### src/rtl/imem_dmem_arbiter.sv
// Arbiter that shares one synchronous-read memory between the fetch port and the load/store port.
// Define ARB_RR_EN for round-robin arbitration; otherwise the data port has fixed priority.
module imem_dmem_arbiter #(
    parameter int unsigned ADDR_W = 8,
    parameter int unsigned DATA_W = 32
) (
    input  logic              clk,
    input  logic              clr,
    input  logic              i_req,
    input  logic [31:0]       i_addr,
    output logic              i_ack,
    output logic [DATA_W-1:0] i_rdata,
    output logic              i_err,
    input  logic              d_req,
    input  logic              d_wen,
    input  logic [31:0]       d_addr,
    input  logic [DATA_W-1:0] d_wdata,
    output logic              d_ack,
    output logic [DATA_W-1:0] d_rdata,
    output logic              d_err,
    output logic              stall,
    output logic              mem_en,
    output logic              mem_wen,
    output logic [ADDR_W-1:0] mem_addr,
    output logic [DATA_W-1:0] mem_wdata,
    input  logic [DATA_W-1:0] mem_rdata
);

    typedef enum logic [1:0] {StIdle, StAccess, StCapture, StDone} state_t;

    state_t      state;
    logic        own_d;
    logic        own_wen;
    logic        own_rej;
    logic        grant_d;
    logic [31:0] sel_addr;
    logic        sel_rej;
`ifdef ARB_RR_EN
    logic        last_d;
`endif

    assign stall = (i_req & ~i_ack) | (d_req & ~d_ack);

    always_comb begin
        grant_d = d_req;
`ifdef ARB_RR_EN
        // On contention the port that was not granted most recently wins.
        if (d_req && i_req) begin
            grant_d = ~last_d;
        end
`endif
    end

    assign sel_addr = grant_d ? d_addr : i_addr;
    // Misaligned or beyond the memory's word range: walk the FSM but never touch memory.
    assign sel_rej  = (sel_addr[1:0] != 2'b00) || ((sel_addr >> (ADDR_W + 2)) != 32'd0);

    always_ff @(posedge clk) begin
        if (clr) begin
            state     <= StIdle;
            own_d     <= 1'b0;
            own_wen   <= 1'b0;
            own_rej   <= 1'b0;
            mem_en    <= 1'b0;
            mem_wen   <= 1'b0;
            mem_addr  <= '0;
            mem_wdata <= '0;
            i_ack     <= 1'b0;
            d_ack     <= 1'b0;
            i_err     <= 1'b0;
            d_err     <= 1'b0;
            i_rdata   <= '0;
            d_rdata   <= '0;
`ifdef ARB_RR_EN
            last_d    <= 1'b0;
`endif
        end else begin
            i_ack <= 1'b0;
            d_ack <= 1'b0;
            i_err <= 1'b0;
            d_err <= 1'b0;
            case (state)
                StIdle: begin
                    if (i_req || d_req) begin
                        state     <= StAccess;
                        own_d     <= grant_d;
                        own_wen   <= grant_d & d_wen;
                        own_rej   <= sel_rej;
                        mem_en    <= ~sel_rej;
                        mem_wen   <= grant_d & d_wen & ~sel_rej;
                        mem_addr  <= sel_addr[ADDR_W+1:2];
                        mem_wdata <= d_wdata;
`ifdef ARB_RR_EN
                        last_d    <= grant_d;
`endif
                    end
                end
                StAccess: begin
                    state   <= StCapture;
                    mem_en  <= 1'b0;
                    mem_wen <= 1'b0;
                end
                StCapture: begin
                    state <= StDone;
                    if (own_d) begin
                        d_ack <= 1'b1;
                        d_err <= own_rej;
                        if (!own_wen && !own_rej) begin
                            d_rdata <= mem_rdata;
                        end
                    end else begin
                        i_ack <= 1'b1;
                        i_err <= own_rej;
                        if (!own_rej) begin
                            i_rdata <= mem_rdata;
                        end
                    end
                end
                StDone: begin
                    state <= StIdle;
                end
                default: begin
                    state <= StIdle;
                end
            endcase
        end
    end

endmodule

### config.mk
export PLATFORM = sky130hd
export DESIGN_NAME = imem_dmem_arbiter
export DESIGN_NICKNAME = d
export VERILOG_FILES = /design/src/rtl/imem_dmem_arbiter.sv
export SDC_FILE = /design/constraint.sdc
export NUM_CORES = 1
export LEC_CHECK = 0
export CORE_MARGIN = 5
export CORE_UTILIZATION = 38
export DETAILED_ROUTE_END_ITERATION = 7
export HOLD_SLACK_MARGIN = 0.02
export PLACE_DENSITY = 0.8
export SLEW_MARGIN = 20
export SYNTH_ARGS = -nofsm -noshare
export SYNTH_HDL_FRONTEND = slang
export SYNTH_SLANG_ARGS = --single-unit
### constraint.sdc
create_clock -name clk -period 1.8 [get_ports clk]
set_input_delay 0.27 -clock clk [delete_from_list [all_inputs] [get_ports clk]]
set_output_delay 0.27 -clock clk [all_outputs]
set_load 0.01 [all_outputs]
=== Yosys cells after proc, flatten, opt, wreduce, memory -nomap -nowiden ===
Cells that the tools add are included.

* Bits in registers: 115
* Input port bits: 133
* Output and inout bits: 111
* Logic and storage cells: 54

* Eq/ne operators: 4
* Mux-type cells: 9
* Bitwise gates (word level): 11
* Reduce and logical (&&, ||, !) cells: 16

{| class="wikitable"
|+ Operators by type and width
! kind !! count
|-
| $mux W32 || 1
|-
| $reduce_bool A32 Y1 || 1
|-
| $pmux W2 S4 || 1
|-
| $not A1 Y1 || 6
|-
| $reduce_and A3 Y1 || 2
|-
| $reduce_or A3 Y1 || 2
|-
| $and A1 B1 Y1 || 4
|-
| $eq A2 B2 Y1 const B || 2
|-
| $mux W1 || 4
|-
| $pmux W1 S2 || 2
|-
| $reduce_and A2 Y1 || 2
|-
| $reduce_bool A2 Y1 || 2
|-
| $eq A2 B1 Y1 const B || 1
|-
| $logic_not A1 Y1 || 2
|-
| $logic_not A2 Y1 || 1
|-
| $logic_or A1 B1 Y1 || 2
|-
| $mux W2 || 1
|-
| $ne A2 B2 Y1 const B || 1
|-
| $reduce_or A2 Y1 || 1
|-
| $logic_and A1 B1 Y1 || 1
|-
| $or A1 B1 Y1 || 1
|}

=== Longest topological paths before layout ===
* Word-level depth: 7
* Gate-level depth with buffers: 7
* Mapped depth without buffers: 6

=== Least setup slack after synthesis ===
OpenSTA, ideal clock, no wires.

* Path type: flip-flop to flip-flop
* Start: reg state[0]
* End: reg i_rdata[10]
* Setup time: 0.132 ns
* Arrival: 1.506 ns
* Required time: 1.668 ns
* Setup slack: 0.162 ns
* Cell stages (with the launch flop): 8
* Path buffers: 2
* Path through: dfxtp_1 inv_1 ha_1 or3b_2 clkbuf_1 clkbuf_1 nand2_1 a21oi_1

* Longest elaborated chain between the ends: 2

{| class="wikitable"
|+ RTL lines
! element !! RTL line !! RTL
|-
| start: declaration || 31 || <nowiki>state_t state;</nowiki>
|-
| start signal: assignment || 60 || <nowiki>state <= StIdle;</nowiki>
|-
| start signal: assignment || 85 || <nowiki>state <= StAccess;</nowiki>
|-
| start signal: assignment || 99 || <nowiki>state <= StCapture;</nowiki>
|-
| $eq A2 B2 Y1 || 82 || <nowiki>case (state)</nowiki>
|-
| $reduce_and A3 Y1 (no line) || - ||
|-
| end signal: assignment || 115 || <nowiki>i_rdata <= mem_rdata;</nowiki>
|-
| end: declaration || 12 || <nowiki>output logic [DATA_W-1:0] i_rdata,</nowiki>
|}

No other way between the ends.
A chain may end at the register's enable or synchronous reset.

=== Worst setup path in the final report ===
* Start: reg mem_addr[0]
* End: out mem_addr[0]

{| class="wikitable"
|+ RTL lines
! element !! RTL line !! RTL
|-
| start: declaration || 24 || <nowiki>output logic [ADDR_W-1:0] mem_addr,</nowiki>
|-
| start signal: assignment || 91 || <nowiki>mem_addr <= sel_addr[ADDR_W+1:2];</nowiki>
|}

No word-level cell between the ends.

==> impl_results.md <==
- Outcome: finished clean
- Final instance area: 7580 um2
- Routed wire length: 14.8 mm
- Ys flop type: dfxtp_1
- Syn nets: 662
- Startpoint Class: flip-flop
- Vias per cell: 4.90
- Synth top area cells: dfxtp_1 54%, nand2_1 17%, a21oi_1 11%
- Worst path cell trace: clkdlybuf4s50_1
- Worst-path fanout max: 2
- Hold Violations, Final: 0
- CP bufs+invs: 1
- Worst hold-check path type: input port to flip-flop
- Placer Congestion: 0.876
- Worst slew margin relative to its limit: 0.661
- CTS tree: built
- RSZ-0062 raised after global routing: false
- CTS buffer count: 17
- Flops & latches, synth: 115
- Max incr delay on CP: 0.58 ns
- Place WS: -0.372 ns
- Worst path required time: 1.53 ns
- IO Port Bufs: 243
- Slew @ Worst Pin: 0.509 ns
- # placed instances: 893
- Final Slew Violations: 0
- H-tree levels: 4
- PnR worst setup slack: 0.115 ns
- Final nets: 909
- Initial antenna violation count: 0
- Die Span Y: 116 um
- Die area: 13400 um2
- Power per cell area: 1290 nW/um2
- Drt first pass iters: 4
- Max-Cap Viols: 0
- Max clock buf depth: 2
- Dpl hpwl: 11.1 mm
- Total track usage: 0.218
- Hold Slack: 0.119 ns
- Pin count of the biggest net entering global routing: 49
- Avg Inst Size Synth: 8.09 um2
- Initial Util: 0.390
- Clock Skew: 0.0113 ns
- Clock latency on the worst-skew pair: 0.50 ns
- VDD IR max: 0.918 mV
- Vias in the first global route: 4652
- Clock transition at path regs: 0.06 ns
- Antenna viol nets, final: 0
- Top Metal Used: met4
- Clk sink count: 115
- Core area: 10900 um2
- Final period util: 0.936
- Finish-stage setup viols: 0
- Antenna Cells: 0
- CP Capture Type: output pin
- Routed length on met1: 5.63 mm
- IO Pins: 244
- DIE WIDTH: 116 um
- Post-synthesis sequential area ratio: 0.542
- First-pass GRT wire length: 23.0 mm
- DRC: 0
- Clock root buffer master: clkbuf_8
- CP arrival: 1.42 ns
- Starting DRT DRC Count: 369
- Detail Route met3 WL: 1.58 mm
- Synthesized instance count: 525
- Overflow after GRT: 0
- Yosys warns: 0
- Critical path class: flip-flop to output pin
- Pleak: 0.00277 uW
- FMAX: 593 MHz
- Slowest CP cell: clkdlybuf4s50_1
- Post-synth cell types: 34
- Post-layout minimum cycle time: 1.69 ns
- Async set-reset flop share out of synthesis: 0
- Top Family by Delay on Critical Path: buffers and inverters
- Total Neg Setup Slack: 0 ns
- Cts-stage hold buffer count: 0
- EDFF count, synth: 0
- FP Rows: 38
- Final Non-Filler Cells: 925
- Wire length on met2: 7.38 mm
- Share of layout cells above drive strength 1: 0.0828
- Vias: 4535
- Synthesized area: 4250 um2
- Synth area leader: dfxtp_1
- Top cell type's share of synthesized area: 0.542
- Dpl cell area: 6910 um2
- Wire length per cell: 16.0 um
- Post-CTS setup buffers: 0
- Synth-to-Final Area Change: 78.5%
-- flip-flops by register name (all words and copies together) (netlist names), 2 cells and up --
register   cells
state          2
mem_addr       8
d_rdata       32
mem_wdata     32
i_rdata       32
-- where the power goes --
part | internal, uW | switching [uW]
combinational | 1440 | 1370
sequential | 2970 | 245
clock | 2540 | 1210
-- path summary, 6_finish.rpt --
| kind | startpoint | to | slack [ns] | depth (start not counted) |
|---|---|---|---|---|
| setup / recovery | mem_addr[0] | mem_addr[0] | 0.11 | 1 |
| hold / removal | clr | own_d | 0.12 | 2 |
| setup reg to reg | state[0] | mem_wen | 0.18 | 6 |
| hold reg to reg | d_rdata[24] | d_rdata[24] | 0.45 | 2 |
-- metal layers --
| metal | vias to the layer above | GRT usage |
|---|---|---|
| met5 | - | 0 |
| met4 | 0 | 0.0588 |
| met3 | 13 | 0.0961 |
| met2 | 182 | 0.387 |
| met1 | 2104 | 0.239 |
| li1 | 2236 | - |
-- worst reg2reg max path: cells and delay by family (launching register included) --
family | cells | cell delay (ns)
AOI/OAI and AO/OA | 2 | 0.27
adders and majority gates | 1 | 0.21
buffers and inverters | 1 | 0.11
DFF | 1 | 0.33
and+or+nand+nor | 2 | 0.61
-- final cells by class --
cell class / count / area (um2)
clock buffers: 17 / 414
clock inverters: 15 / 253
inverters: 5 / 18.8
flip-flops and latches: 115 / 2300
repair buffers: 265 / 2620
fillers: 852 / 3310
multi-input cells: 368 / 1800
well taps: 140 / 175
-- synthesized netlist by cell type (2+ instances only) --
library cell  count
a21oi_1          97
or3b_2            2
buf_1             7
nand2_1         196
buf_2             4
a211oi_1          9
o41ai_2           2
nor4_1            6
and2_1            2
nor3b_1           2
ha_1              4
nor2_1           15
dfxtp_1         115
mux2i_1           9
clkbuf_1         25
nand3_1           4
or4_1             2
nor3_1            4
inv_1             5
-- metrics by stage --
step                total power [uW]   util
finish                          9780  0.696
global route                   10300  0.696
CTS                             9860  0.696
detailed placement              6080  0.635
global placement                5990  0.635
floorplan                       4500      -
-- layout by cell type, fill, tap and decap left out, types with 2 or more instances in the layout --
master,instances
clkdlybuf4s50_1,240
nand2_1,196
dfxtp_1,115
a21oi_1,97
buf_4,21
clkbuf_16,16
nor2_1,15
mux2i_1,9
a211oi_1,9
nor4_1,6
bufinv_16,6
inv_1,5
nor3_1,4
nand3_1,4
ha_1,4
clkinv_4,4
or3b_2,2
and2_1,2
or4_1,2
o41ai_2,2
clkinvlp_4,2
inv_6,2
dlygate4sd2_1,2
buf_12,2
-- cell families (layout without fill, tap and decap cells) --
kind of cell,count (synthesis),in the layout,synth area share
buffers and inverters,42,302,0.0401
multiplexers,9,9,0.0212
flip-flops,115,115,0.542
AO/OA/AOI/OAI,116,116,0.153
adder cells (fa/ha/maj),4,4,0.0118
AND/OR/NAND/NOR,239,239,0.232
-- what timing repair did --
item,4_1_cts,5_1_grt
endpoints found under the setup margin,1,0
endpoints found under the hold margin,0,0
resized for setup,2,0
Note: power is estimated with default switching activity, not from simulation.
